**src/rtl/bus_map.sv**
```systemverilog
// CPU address decoder and wait-state sequencer: maps a flat CPU bus onto N
// regions, each with its own base, size and wait-state count.
module bus_map #(
    parameter int unsigned         AW    = 20,
    parameter int unsigned         N     = 5,
    parameter logic [N*AW-1:0]     BASE  = {20'hFF000, 20'hA0000, 20'hB8000, 20'h40000, 20'h00000},
    parameter logic [N*AW-1:0]     SIZE  = {20'h01000, 20'h02000, 20'h02000, 20'h08000, 20'h40000},
    parameter logic [N*4-1:0]      WAITS = {N{4'd1}}
) (
    input  logic          clock,
    input  logic          rst_n,
    input  logic          req,
    input  logic [AW-1:0] a,
    input  logic [7:0]    d,
    input  logic          w,
    output logic          ready,
    output logic [7:0]    q,
    output logic          miss,
    output logic [N-1:0]  sel,
    output logic [AW-1:0] ra,
    output logic [7:0]    rd,
    output logic          rw,
    input  logic [N*8-1:0] rq
);

    localparam int unsigned IW = (N > 1) ? $clog2(N) : 1;

    typedef enum logic [1:0] {S_IDLE, S_WAIT, S_DONE} state_t;

    state_t        state;
    logic [3:0]    cnt;
    logic [IW-1:0] idx;
    logic          wr_l;
    logic          miss_arm;

    logic          hit;
    logic [IW-1:0] hit_idx;
    logic [AW-1:0] lo;
    logic [AW:0]   top;
    logic [AW-1:0] hit_base;
    logic [3:0]    hit_waits;
    logic [N-1:0]  hit_sel;

    // Limit computed one bit wider so a region ending at the top of memory does not wrap.
    // Scanning upward and keeping the first hit gives the lowest index priority.
    always_comb begin
        hit     = 1'b0;
        hit_idx = '0;
        lo      = '0;
        top     = '0;
        for (int unsigned k = 0; k < N; k++) begin
            lo  = BASE[k*AW +: AW];
            top = {1'b0, lo} + {1'b0, SIZE[k*AW +: AW]};
            if (!hit && (a >= lo) && ({1'b0, a} < top)) begin
                hit     = 1'b1;
                hit_idx = IW'(k);
            end
        end
    end

    assign hit_base  = BASE[hit_idx*AW +: AW];
    assign hit_waits = WAITS[hit_idx*4 +: 4];
    assign hit_sel   = N'(1) << hit_idx;

    always_ff @(posedge clock or negedge rst_n) begin
        if (!rst_n) begin
            state    <= S_IDLE;
            cnt      <= '0;
            idx      <= '0;
            wr_l     <= 1'b0;
            miss_arm <= 1'b0;
            sel      <= '0;
            ra       <= '0;
            rd       <= '0;
            rw       <= 1'b0;
            ready    <= 1'b0;
            miss     <= 1'b0;
            q        <= 8'hFF;
        end else begin
            ready <= 1'b0;
            miss  <= 1'b0;
            rw    <= 1'b0;
            unique case (state)
                S_IDLE: begin
                    if (req) begin
                        wr_l <= w;
                        if (hit) begin
                            state <= S_WAIT;
                            idx   <= hit_idx;
                            cnt   <= hit_waits;
                            sel   <= hit_sel;
                            ra    <= a - hit_base;
                            rd    <= d;
                            // rw is registered, so it is raised on the edge entering the final WAIT cycle
                            rw    <= w && (hit_waits == 4'd0);
                        end else begin
                            state    <= S_DONE;
                            miss_arm <= 1'b1;
                            if (!w) q <= 8'hFF;
                        end
                    end
                end
                S_WAIT: begin
                    if (cnt != 4'd0) begin
                        cnt <= cnt - 4'd1;
                        rw  <= wr_l && (cnt == 4'd1);
                    end else begin
                        state <= S_DONE;
                        sel   <= '0;
                        if (!wr_l) q <= rq[idx*8 +: 8];
                    end
                end
                S_DONE: begin
                    ready    <= 1'b1;
                    miss     <= miss_arm;
                    miss_arm <= 1'b0;
                    state    <= S_IDLE;
                end
                default: state <= S_IDLE;
            endcase
        end
    end

endmodule

```
**config.mk**
```make
export PLATFORM = sky130hd
export DESIGN_NAME = bus_map
export DESIGN_NICKNAME = d
export VERILOG_FILES = /design/src/rtl/bus_map.sv
export SDC_FILE = /design/constraint.sdc
export NUM_CORES = 1
export LEC_CHECK = 0
export CORE_MARGIN = 1.5
export CORE_UTILIZATION = 67
export DETAILED_ROUTE_END_ITERATION = 12
export DONT_BUFFER_PORTS = 1
export PLACE_DENSITY_LB_ADDON = 0.15
export SETUP_SLACK_MARGIN = 0.3
export SKIP_CTS_REPAIR_TIMING = 1
export SLEW_MARGIN = 10
export SYNTH_ARGS = -nofsm -noshare
export SYNTH_HDL_FRONTEND = slang
export SYNTH_SLANG_ARGS = --single-unit
```
**constraint.sdc**
```tcl
create_clock -name clock -period 4 [get_ports clock]
set_input_delay 0.6 -clock clock [delete_from_list [all_inputs] [get_ports clock]]
set_output_delay 0.6 -clock clock [all_outputs]
set_load 0.05 [all_outputs]
```
==> flow_summary.json, run 1 <==
{
  "outcome": "finished, final reports clean",
  "floorplan.die_area_um2": 4510,
  "vias": 1791,
  "path_clk_slew_ns": 0.10,
  "path_max_fanout": 4,
  "cp_slowest_stage_delay_ns": 0.38,
  "skew_ns": 0.00494,
  "rr_worst_depth": 6,
  "start_util_pct": 69.5,
  "hold_viol_final": 0,
  "diodes": 0,
  "synth_edf_count": 0,
  "via_per_inst": 6.31,
  "ys.flop_type": "dfrtp_1",
  "cts_root_buffer": "clkbuf_8",
  "synth_nets": 313,
  "drive_gt1_share_pct": 26.5,
  "antenna_found_initial": 0,
  "die_y_um": 67.2,
  "synth.distinct_cells": 45,
  "design.core.area_um2": 3970,
  "grtUsageTotal_pct": 24.9,
  "cts.path.max_buffers": 2,
  "max_cap_violations": 0,
  "relSlewSlack_pct": 42.3,
  "grt_pass1_vias": 1871,
  "fin_nets": 312,
  "areaGrowthSynthToFinish_pct": 4.81,
  "slowest_stage": "or3_4",
  "clock_latency_ns": 0.30,
  "cts_tree": "built",
  "yosys.area.top_type": "dfrtp_1",
  "antenna_left": 0,
  "worst_pin_slew_ns": 0.866,
  "maxSlewViolCount": 0,
  "period_share_pct": 58.4,
  "ys_top_cells_by_area": "dfrtp_1 (43%), mux2_2 (12%), dfstp_2 (7.6%)",
  "hold_class": "in2async",
  "crit_arrival_ns": 2.59,
  "crit_family": "compound AO/OA/AOI/OAI gates",
  "drtIter0Drc": 74,
  "ir_drop_mv": 0.568,
  "synth-seq-area-share_pct": 50.2,
  "row_count": 23,
  "postSynthCellCount": 234,
  "wl_mm": 5.46,
  "io_buffers": 0,
  "first_pass_iters": 4,
  "yosys_warnings": 0,
  "dp_hpwl_mm": 4.16,
  "avgSynthCellArea_um2": 11.8,
  "rsz0062_at_grt": "no",
  "rrSetupSlack_ns": 1.74,
  "crit_chain": "or3_4 -> nor2_1 -> a31oi_1 -> ha_1 -> o21a_1 -> o21ai_0 -> nand2b_1 -> a211oi_1 -> a21o_1",
  "layout_common_cells": "dfrtp_1 (47), mux2_2 (30), nand2_1 (22), nand3_1 (21), o21ai_0 (15)",
  "h-tree-depth": 2,
  "layout_commonest_cell": "dfrtp_1",
  "cts_sinks": 55,
  "p_total_mw": 2.44,
  "grt_max_degree": 56,
  "p_leak_nw": 1.20,
  "r2r_start": "state[0]$_DFFE_PN0P_",
  "pin_count": 116,
  "die-width_um": 67.2,
  "clock.fmax_mhz": 428,
  "async_flop_share_pct": 100,
  "grt_pass1_wl_mm": 8.36,
  "grt_overflow_total": 0,
  "place_congestion": 0.907,
  "setup_viol": 0,
  "drc": 0,
  "worstSetupEndpointType": "flip-flop",
  "wl_per_cell_um": 19.2,
  "crit_buf_inv": 0,
  "synth_top_area_share_pct": 42.6,
  "start_kind": "input port",
  "cts_buffers": 5,
  "setup_tns_ns": 0,
  "power_density_nw_per_um2": 843,
  "crit_required_ns": 4.25,
  "ys_seq_elements": 55,
  "r2r-end": "sel[3]$_DFFE_PN0P_",
  "syn_area_um2": 2760,
  "post-route-min-period_ns": 2.33,
  "worstSetupPathType": "in2reg"
}
-- metrics by stage --
stage          utilization, %  instance area [µm²]  instances  worst slack [ns]  hold slack [ns]
2_1_floorplan               -                 2760        234              1.53            0.304
3_3_place_gp             69.9                 2780        275              1.42            0.306
3_5_place_dp             69.9                 2780        275              1.34            0.305
4_1_cts                  72.1                 2860        283              1.67          -0.0312
5_1_grt                  72.8                 2890        284              1.53           0.0994
6_report                 72.8                 2890        284              1.67            0.126
-- per-layer routing --
metal | up-vias | GRT usage [%] | wire length (µm)
li1 | 835 | - | -
met5 | - | 0 | 0
met3 | 8 | 9.00 | 532
met2 | 78 | 44.2 | 2760
met4 | 0 | 7.14 | 55
met1 | 870 | 28.1 | 2110
-- sequential cells by signal, summed over array words and instances, names as in the netlist --
| register | count |
|---|---|
| ra | 20 |
| sel | 5 |
| ready | 1 |
| rw | 1 |
| idx | 3 |
| rd | 8 |
| miss | 1 |
| state | 2 |
| q | 8 |
| wr_l | 1 |
| miss_arm | 1 |
| cnt | 4 |
-- worst max path at each step --
stage | from | depth (start not counted) | endpoint | slack, ns
2_1_floorplan | a[14] | 9 | ra[19]$_DFFE_PN0P_ | 1.53
3_3_place_gp | a[14] | 9 | ra[19]$_DFFE_PN0P_ | 1.42
3_5_place_dp | a[14] | 9 | ra[19]$_DFFE_PN0P_ | 1.34
4_1_cts | a[14] | 9 | ra[19]$_DFFE_PN0P_ | 1.67
5_1_grt | a[14] | 9 | ra[19]$_DFFE_PN0P_ | 1.53
6_report | a[14] | 9 | ra[19]$_DFFE_PN0P_ | 1.67
-- worst reg2reg max path: stages, from the launching register on --
cell and delay (ns):
dfrtp_1 0.42, nand2b_1 0.19, nor2_1 0.44, o31ai_4 0.34, buf_4 0.33, and3_1 0.21, a41o_1 0.21
-- cell type report --
type	instances	area (µm²)
Clock buffer	6	72.6
Clock inverter	2	16.3
Fill cell	284	1080
Inverter	4	15.0
Multi-Input combinational cell	165	1300
Sequential cell	55	1390
Tap cell	50	62.6
Timing Repair Buffer	2	35.0
-- power breakdown --
part	switching (mW)	internal, mW	leakage, nW	total [mW]
clock	0.179	0.126	0.0418	0.305
sequential	0.860	0.808	0.672	1.67
combinational	0.218	0.245	0.481	0.464
-- synth_stat cells, drive strengths merged (4+ instances only) --
cell type	count
nand2	22
buf	7
ha	7
mux2	30
o21ai	15
or3	4
nand2b	13
dfstp	8
mux4	7
inv	4
a21oi	5
nand3	21
nor2	8
dfrtp	47
-- kinds of logic (layout without fill, tap and decap cells) --
logic type | Yosys count | in the layout | share of synthesized area (%)
AO/OA/AOI/OAI | 32 | 32 | 8.03
AND/OR/NAND/NOR | 83 | 83 | 16.1
adder cells (fa/ha/maj) | 7 | 7 | 3.17
buffers and inverters | 14 | 14 | 2.49
multiplexers | 39 | 39 | 18.7
flip-flops | 55 | 55 | 50.2
XOR/XNOR | 4 | 4 | 1.27
Power figures use the tool's default switching activity.
==> run 2, diff against run 1 <==
Settings changed: CORE_UTILIZATION 67 to 57.
Clock period 4 ns to 2.1 ns, I/O delays scaled along.
==> run 2 against run 1 <==
Effect of this change: clock power is 91% higher; sequential power is 91% higher; cell area is 6.6% higher; wire length is 7.1% higher; register-to-register slack worse by 1.4 ns; hold slack better by 0.019 ns; non-clock buffer count is 14 higher; critical path depth is 1 lower; core utilization is 7.1 points lower; clock skew is 0.0037 ns higher; first-iteration DRC count is 24% higher; worst setup slack worse by 1.3 ns; critical path type is now reg2reg; largest power group unchanged.
==> flow_summary.json, run 2 (synthesis results as in run 1) <==
{
  "layout_commonest_cell": "dfrtp_1",
  "cts_root_buffer": "clkbuf_8",
  "place_congestion": 0.807,
  "clkPwrFrac_pct": 12.3,
  "cts_buffers": 5,
  "start_util_pct": 58.8,
  "ir_drop_mv": 0.864,
  "worstSetupEndpointType": "flip-flop",
  "crit_buf_inv": 2,
  "p_leak_nw": 1.28,
  "worst_pin_slew_ns": 0.524,
  "grt_pass1_vias": 1843,
  "crit_required_ns": 2.34,
  "slowest_stage": "dfrtp_1",
  "diodes": 0,
  "drc": 0,
  "place_inst": 287,
  "grtUsageTotal_pct": 21.1,
  "floorplan.die_area_um2": 5270,
  "maxSlewViolCount": 0,
  "via_per_inst": 6.27,
  "die_y_um": 72.6,
  "hold_class": "in2reg",
  "die-width_um": 72.6,
  "power_frac_seq_pct": 67.1,
  "crit_chain": "inv_1 -> ha_1 -> nor3b_4 -> nand2_2 -> nor2_2 -> a21oi_4 -> buf_4 -> mux2_2",
  "power_frac_comb_pct": 20.7,
  "worstSetupPathType": "reg2reg",
  "wl_mm": 5.85,
  "path_max_fanout": 4,
  "fin_nets": 326,
  "cts.path.max_buffers": 2,
  "dp_hpwl_mm": 4.14,
  "path_clk_slew_ns": 0.10,
  "vias": 1895,
  "clock.fmax_mhz": 564,
  "outcome": "finished, final reports clean",
  "hold_viol_final": 0,
  "row_count": 25,
  "sw_frac_of_total_pct": 51.4,
  "rsz0062_at_grt": "yes",
  "intPower_mw": 2.31,
  "relSlewSlack_pct": 65.1,
  "cts_tree": "built",
  "largest_register_ffs": 20,
  "skew_ns": 0.00866,
  "antenna_found_initial": 0,
  "cp_slowest_stage_delay_ns": 0.42,
  "post-route-min-period_ns": 1.77,
  "max_cap_violations": 0,
  "grt_overflow_total": 0,
  "cts_sinks": 55,
  "h-tree-depth": 2,
  "io_buffers": 0,
  "start_kind": "flip-flop",
  "pin_count": 116,
  "power_density_nw_per_um2": 1540,
  "instances_no_fill": 302,
  "largest_register": "ra",
  "crit_family": "simple AND/OR/NAND/NOR gates",
  "drive_gt1_share_pct": 35.1,
  "grt_max_degree": 56,
  "p_switching_mw": 2.44,
  "layout_common_cells": "dfrtp_1 (46), mux2_2 (30), nand2_1 (21), nand3_1 (21), buf_4 (14)",
  "setup_viol": 0,
  "design.core.area_um2": 4690,
  "clock_latency_ns": 0.31,
  "placed_area_um2": 2850,
  "design_area_um2": 3080,
  "antenna_left": 0,
  "areaGrowthSynthToFinish_pct": 11.7,
  "wl_per_cell_um": 19.4,
  "first_pass_iters": 4,
  "drtIter0Drc": 92,
  "grt_pass1_wl_mm": 8.49,
  "crit_arrival_ns": 2.02,
  "period_share_pct": 84.4,
  "top_regs": "ra x20, q x8, rd x8"
}
==> run 2: cell count changes in the layout (fill, tap and decap cells not counted), moves of 2 or more <==
cell,delta
buf_4,+13
nor2_1,-2
o21ai_0,-2
ha_1,-2
ha_4,+2
==> run 2: final cells by class <==
cell class,instances,area [µm²]
Clock inverter,3,22.5
Clock buffer,5,68.8
Timing Repair Buffer,16,143
Tap cell,54,67.6
Fill cell,369,1610
Inverter,4,15.0
Sequential cell,55,1390
Multi-Input combinational cell,165,1380
==> run 2: per-stage QoR <==
| step | utilization (%) | power (mW) | hold slack [ns] | worst slack, ns | TNS, ns |
|---|---|---|---|---|---|
| 2_1_floorplan | - | 3.85 | 0.0194 | 0.0503 | 0 |
| 6_report | 65.7 | 4.76 | 0.145 | 0.328 | 0 |
| 5_1_grt | 65.7 | 4.97 | 0.133 | 0.242 | 0 |
| 3_5_place_dp | 60.8 | 4.10 | 0.0223 | -0.102 | -0.195 |
| 3_3_place_gp | 60.8 | 4.03 | 0.0217 | 0.0213 | 0 |
| 4_1_cts | 62.7 | 4.68 | -0.322 | 0.152 | 0 |
==> run 2: per-layer routing <==
metal / track usage (%) / share of wire (%) / up-vias
met5: 0 / 0 / -
met4: 8.60 / 2.9 / 0
met3: 8.43 / 8.7 / 16
met2: 36.0 / 50 / 84
met1: 23.7 / 39 / 924
li1: - / - / 871
==> run 2: power by group through the flow <==
| stage | logic [mW] | registers [mW] | clock network (mW) |
|---|---|---|---|
| global route | 1.08 | 3.25 | 0.646 |
| floorplan | 0.765 | 3.09 | 0 |
| finish | 0.982 | 3.19 | 0.584 |
| CTS | 0.904 | 3.18 | 0.605 |
| detailed placement | 0.904 | 3.19 | 0 |
| global placement | 0.848 | 3.18 | 0 |
==> run 2: final timing paths <==
kind	endpoint	start	slack, ns	depth (start not counted)
hold reg to reg	miss$_DFF_PN0_	miss_arm$_DFFE_PN0P_	0.50	1
setup / recovery	q[2]$_DFFE_PN1P_	cnt[0]$_DFFE_PN0P_	0.33	8
min in group asynchronous	ready$_DFF_PN0_	rst_n	0.53	2
setup reg to reg	q[2]$_DFFE_PN1P_	cnt[0]$_DFFE_PN0P_	0.33	8
hold / removal	ra[12]$_DFFE_PN0P_	a[12]	0.15	2
max in group asynchronous	q[7]$_DFFE_PN1P_	rst_n	1.27	2
